--- src/rtl/serial_subtractor_ctrl.sv ---
// Bit-serial subtract engine: one full_subtractor cell walked LSB-first over
// WIDTH-bit operands, with a start/busy/done handshake and registered results.

module full_subtractor (
  input  logic a,
  input  logic b,
  input  logic bin,
  output logic d,
  output logic bout
);
  assign d    = a ^ b ^ bin;
  assign bout = (~a & b) | (~(a ^ b) & bin);
endmodule

module serial_subtractor_ctrl #(
  parameter int WIDTH = 8
) (
  input  logic             clk,
  input  logic             rst,
  input  logic             start,
  input  logic [WIDTH-1:0] a,
  input  logic [WIDTH-1:0] b,
  input  logic             bin,
  output logic             busy,
  output logic             done,
  output logic [WIDTH-1:0] diff,
  output logic             bout
);

  localparam int CW = (WIDTH > 1) ? $clog2(WIDTH) : 1;
  localparam logic [CW-1:0] LAST_BIT = CW'(WIDTH - 1);

  typedef enum logic [1:0] {
    IDLE = 2'd0,
    RUN  = 2'd1,
    DONE = 2'd2
  } state_t;

  state_t           state_reg, state_next;
  logic [WIDTH-1:0] a_sh_reg, a_sh_next;
  logic [WIDTH-1:0] b_sh_reg, b_sh_next;
  logic [WIDTH-1:0] res_sh_reg, res_sh_next;
  logic             borrow_reg, borrow_next;
  logic [CW-1:0]    cnt_reg, cnt_next;
  logic [WIDTH-1:0] diff_reg, diff_next;
  logic             bout_reg, bout_next;
  logic             busy_reg, busy_next;
  logic             done_reg, done_next;

  logic             cell_d;
  logic             cell_bout;
  logic [WIDTH-1:0] res_shifted;
  logic             accept;

  full_subtractor u_cell (
    .a    (a_sh_reg[0]),
    .b    (b_sh_reg[0]),
    .bin  (borrow_reg),
    .d    (cell_d),
    .bout (cell_bout)
  );

  // The newest difference bit enters at the MSB so bit 0 lands at the LSB after WIDTH shifts.
  generate
    if (WIDTH == 1) begin : g_res_w1
      assign res_shifted = cell_d;
    end else begin : g_res_wn
      assign res_shifted = {cell_d, res_sh_reg[WIDTH-1:1]};
    end
  endgenerate

  always_comb begin
    state_next  = state_reg;
    a_sh_next   = a_sh_reg;
    b_sh_next   = b_sh_reg;
    res_sh_next = res_sh_reg;
    borrow_next = borrow_reg;
    cnt_next    = cnt_reg;
    diff_next   = diff_reg;
    bout_next   = bout_reg;
    busy_next   = 1'b0;
    done_next   = 1'b0;
    accept      = 1'b0;

    unique case (state_reg)
      IDLE: begin
        accept = start;
      end
      RUN: begin
        a_sh_next   = a_sh_reg >> 1;
        b_sh_next   = b_sh_reg >> 1;
        res_sh_next = res_shifted;
        borrow_next = cell_bout;
        if (cnt_reg == LAST_BIT) begin
          diff_next  = res_shifted;
          bout_next  = cell_bout;
          done_next  = 1'b1;
          state_next = DONE;
        end else begin
          cnt_next  = cnt_reg + 1'b1;
          busy_next = 1'b1;
        end
      end
      DONE: begin
        accept     = start;
        state_next = IDLE;
      end
      default: begin
        state_next = IDLE;
      end
    endcase

    if (accept) begin
      a_sh_next   = a;
      b_sh_next   = b;
      borrow_next = bin;
      res_sh_next = '0;
      cnt_next    = '0;
      busy_next   = 1'b1;
      done_next   = 1'b0;
      state_next  = RUN;
    end
  end

  always_ff @(posedge clk or posedge rst) begin
    if (rst) begin
      state_reg  <= IDLE;
      a_sh_reg   <= '0;
      b_sh_reg   <= '0;
      res_sh_reg <= '0;
      borrow_reg <= 1'b0;
      cnt_reg    <= '0;
      diff_reg   <= '0;
      bout_reg   <= 1'b0;
      busy_reg   <= 1'b0;
      done_reg   <= 1'b0;
    end else begin
      state_reg  <= state_next;
      a_sh_reg   <= a_sh_next;
      b_sh_reg   <= b_sh_next;
      res_sh_reg <= res_sh_next;
      borrow_reg <= borrow_next;
      cnt_reg    <= cnt_next;
      diff_reg   <= diff_next;
      bout_reg   <= bout_next;
      busy_reg   <= busy_next;
      done_reg   <= done_next;
    end
  end

  assign busy = busy_reg;
  assign done = done_reg;
  assign diff = diff_reg;
  assign bout = bout_reg;

endmodule

--- config.mk ---
export PLATFORM = sky130hd
export DESIGN_NAME = serial_subtractor_ctrl
export DESIGN_NICKNAME = d
export VERILOG_FILES = /design/src/rtl/serial_subtractor_ctrl.sv
export SDC_FILE = /design/constraint.sdc
export NUM_CORES = 1
export LEC_CHECK = 0
export CAP_MARGIN = 20
export CORE_ASPECT_RATIO = 0.9
export CORE_UTILIZATION = 53
export CTS_BUF_LIST = sky130_fd_sc_hd__clkbuf_4 sky130_fd_sc_hd__clkbuf_8 sky130_fd_sc_hd__clkbuf_16
export DETAILED_ROUTE_END_ITERATION = 10
export PLACE_DENSITY = 0.88
export SKIP_CTS_REPAIR_TIMING = 1
export SLEW_MARGIN = 20
export SYNTH_ARGS = -nofsm -noshare
export SYNTH_HDL_FRONTEND = slang
export SYNTH_HIERARCHICAL = 1
export SYNTH_SLANG_ARGS = --single-unit
--- constraint.sdc ---
create_clock -name clk -period 1.9 [get_ports clk]
set_input_delay 0.38 -clock clk [delete_from_list [all_inputs] [get_ports clk]]
set_output_delay 0.38 -clock clk [all_outputs]
set_load 0.03 [all_outputs]
==> impl_results.rst <==
.. list-table::
   :header-rows: 1

   * - Metric
     - Value
   * - Sequential area share after synthesis
     - 48.7%
   * - Cell area after synthesis
     - 2060 um^2
   * - Area delta synth->final
     - 20.6%
   * - Reported leakage power
     - 1.22 nW
   * - Critical path cell sequence
     - clkdlybuf4s50_1
   * - Buffer levels on the longest clock path
     - 2
   * - Pre-CTS setup slack
     - 227 ps
   * - Post-synthesis cell type with the largest combined area
     - sky130_fd_sc_hd__dfrtp_1
   * - Number of distinct library cells after synthesis
     - 23
   * - Max-Slew Margin vs Limit
     - 65.8%
   * - Via/cell ratio
     - 5.48
   * - Number of diodes
     - 0
   * - Arrival time reported for the critical path endpoint
     - 1310 ps
   * - Part of the total power dissipated in sequential elements
     - 40.9%
   * - Crit path max-delay cell type
     - sky130_fd_sc_hd__clkdlybuf4s50_1
   * - Horizontal extent of the die
     - 67.7 um
   * - TritonCTS clock tree
     - yes
   * - Half-perimeter wire length after detailed placement
     - 2560 um
   * - Level count of the clock H-tree
     - 2
   * - Buffer type at the clock tree root
     - sky130_fd_sc_hd__clkbuf_8
   * - Ports placed on the boundary
     - 31
   * - Wire length of the first global-routing pass
     - 6370 um
   * - Standard-cell row count
     - 21
   * - Pint
     - 2.39 mW
   * - Portion of synthesized cell area occupied by the leading cell type
     - 48.7%
   * - Switching power of the nets
     - 1.37 mW
   * - Reg2reg end
     - diff[1]
   * - Maximum number of pins on one net before global-route repair
     - 41
   * - Number of synthesis warnings
     - 6
   * - Wire length reported by the detailed router
     - 3730 um
   * - Number of I/O port buffers
     - 30
   * - Proportion of layout cells with a drive suffix above 1
     - 14.4%
   * - Hold violation count in the final report
     - 0
   * - CP required
     - 1520 ps
   * - Fillers
     - 271
   * - Max Freq
     - 591 MHz
   * - First-pass DRT Iterations
     - 4
   * - Critical Path End Type
     - output port
   * - Flop2flop setup slack
     - 260 ps
   * - Synthesized netlist cell count
     - 154
   * - Hold_ws
     - 503 ps
   * - 1st-iter DRT viols
     - 65
   * - Depth of the worst register-to-register path
     - 5
   * - Worst IR drop on VDD
     - 0.662 mV
   * - Total clock buffers created by CTS
     - 5
   * - # clock sinks
     - 40
   * - Effective utilization at floorplan
     - 55.5%
   * - Power per cell area
     - 1510 nW/um^2
   * - Slew Viols, Final
     - 0
   * - DIE HEIGHT
     - 61.1 um
   * - Fraction of power consumed by the clock network
     - 16.1%
   * - Worst clock skew
     - 1.84 ps
   * - Yosys reg bits
     - 40
   * - Count leader, synth
     - sky130_fd_sc_hd__mux2i_1
   * - Count of nets left with antenna violations after detail routing
     - 0
   * - Number of nets in the synthesized netlist
     - 177
   * - Type of the most critical hold path
     - primary input to asynchronous set/reset pin
   * - Final critical-path share of the clock period
     - 89.1%
   * - Number of nets in the finished design
     - 210
   * - Post-layout power
     - 3.76 mW
   * - Overall die area
     - 4130 um^2
   * - Highest net fanout along the worst path
     - 2
   * - Proportion of synthesized flip-flops having asynchronous set or reset
     - 100%
   * - Layout Utilization
     - 67.0%
   * - Grt total ovfl
     - 0
   * - Worst-Skew Late Latency
     - 290 ps
   * - Type of origin of the critical path
     - flop
   * - Via total after detailed routing
     - 1282
   * - Crit Path Class
     - flop to output port
   * - Transition time of the tightest slew-check pin
     - 513 ps
   * - Comb pwr share
     - 43.0%
   * - Number of flops mapped to enable cells by yosys
     - 0
   * - R2R Path Start
     - cnt_reg[0]
   * - Final RePlAce weighted congestion
     - 0.763
   * - Initial antenna violation count
     - 0
   * - Routed length per placed instance
     - 15.9 um
   * - Final critical-path setup slack
     - 207 ps
   * - Total Routing Usage GR
     - 21.3%
   * - Setup Viol. Count Final
     - 0
   * - Buf+Inv Stages, Crit Path
     - 1
   * - Switching Share
     - 36.5%
   * - Clock-pin slew on the worst setup and hold paths
     - 70 ps
   * - Top_reg_cell synth
     - sky130_fd_sc_hd__dfrtp_1
   * - Longest individual stage delay on the worst path
     - 670 ps
   * - Worst path top cell family by delay
     - buffers and inverters
   * - Core area
     - 3700 um^2
   * - Top post-synthesis cells by area
     - sky130_fd_sc_hd__dfrtp_1 (49%), sky130_fd_sc_hd__mux2i_1 (29%), sky130_fd_sc_hd__mux2_2 (5.5%)
   * - RSZ-0062 raised after global routing
     - no
   * - Synthesized area divided by synthesized cell count
     - 13.4 um^2
   * - Max-cap violations
     - 0
   * - Most frequent cells after synthesis
     - sky130_fd_sc_hd__mux2i_1 (59), sky130_fd_sc_hd__dfrtp_1 (40), sky130_fd_sc_hd__mux2_2 (10)
   * - Status
     - completed
   * - Detailed-route DRC error count
     - 0
   * - Total negative setup slack
     - 0 ps
   * - Number of global-route vias before repair
     - 1378
   * - Final critical delay including setup and external delays
     - 1690 ps
==> routing by layer <==
metal	GRT usage, %	vias to the layer above	part of all wire (%)
met5	0	-	0
met4	6.69	0	0.80
met3	5.93	6	2.5
met2	35.9	21	50
met1	26.7	640	46
li1	-	615	-
==> cell families after synthesis <==
family | Yosys count | share of synthesized area (%)
compound gates | 9 | 3.83
fa+ha+maj | 3 | 2.19
buf+inv | 17 | 5.78
mux | 71 | 35.5
flops | 40 | 48.7
simple gates | 14 | 4.08
==> power by group through the flow <==
stage / logic (mW) / clock network (mW) / registers (mW)
5_1_grt: 1.76 / 0.656 / 1.58
2_1_floorplan: 1.07 / 0 / 1.63
6_report: 1.61 / 0.605 / 1.54
3_5_place_dp: 1.62 / 0 / 1.55
3_3_place_gp: 1.54 / 0 / 1.50
4_1_cts: 1.63 / 0.621 / 1.54
==> how the worst max path moves through the flow <==
stage / from / endpoint / slack [ps] / cells past startpoint
CTS: diff[1] / diff[1] / 190 / 1
global route: diff[1] / diff[1] / 150 / 1
finish: diff[1] / diff[1] / 210 / 1
global placement: start / b_sh_reg[6] / 270 / 4
detailed placement: start / a_sh_reg[7] / 230 / 4
floorplan: cnt_reg[0] / diff[0] / 420 / 5
==> cell usage in the layout, fill, tap and decap left out, drive strengths merged <==
cell           synthesis  routed
nand3                  2       2
fa                     1       1
nor3b                  2       2
clkdlybuf4s50          0      30
nand3b                 1       1
a221o                  1       1
o21ai                  2       2
mux2                  12      12
a311o                  2       2
dfrtp                 40      40
a22o                   1       1
buf                   11       7
nor2b                  1       1
nand2b                 6       6
ha                     2       2
o211a                  3       3
clkbuf                 0       8
inv                    6       6
mux2i                 59      59
nor2                   2       2
==> layout make-up <==
cell class	count	area (um^2)	share of cell area [%]
inverters	6	22.5	0.908
clock buffers	8	97.6	3.93
repair buffers	37	365	14.7
multi-input cells	97	937	37.8
well taps	46	57.6	2.32
flip-flops and latches	40	1000	40.3
==> stage by stage <==
| stage | cells | area [um^2] |
|---|---|---|
| detailed placement | 226 | 2380 |
| global route | 234 | 2480 |
| floorplan | 154 | 2060 |
| CTS | 234 | 2480 |
| global placement | 226 | 2380 |
| finish | 234 | 2480 |
No activity file was read; power rests on OpenSTA's default activity.
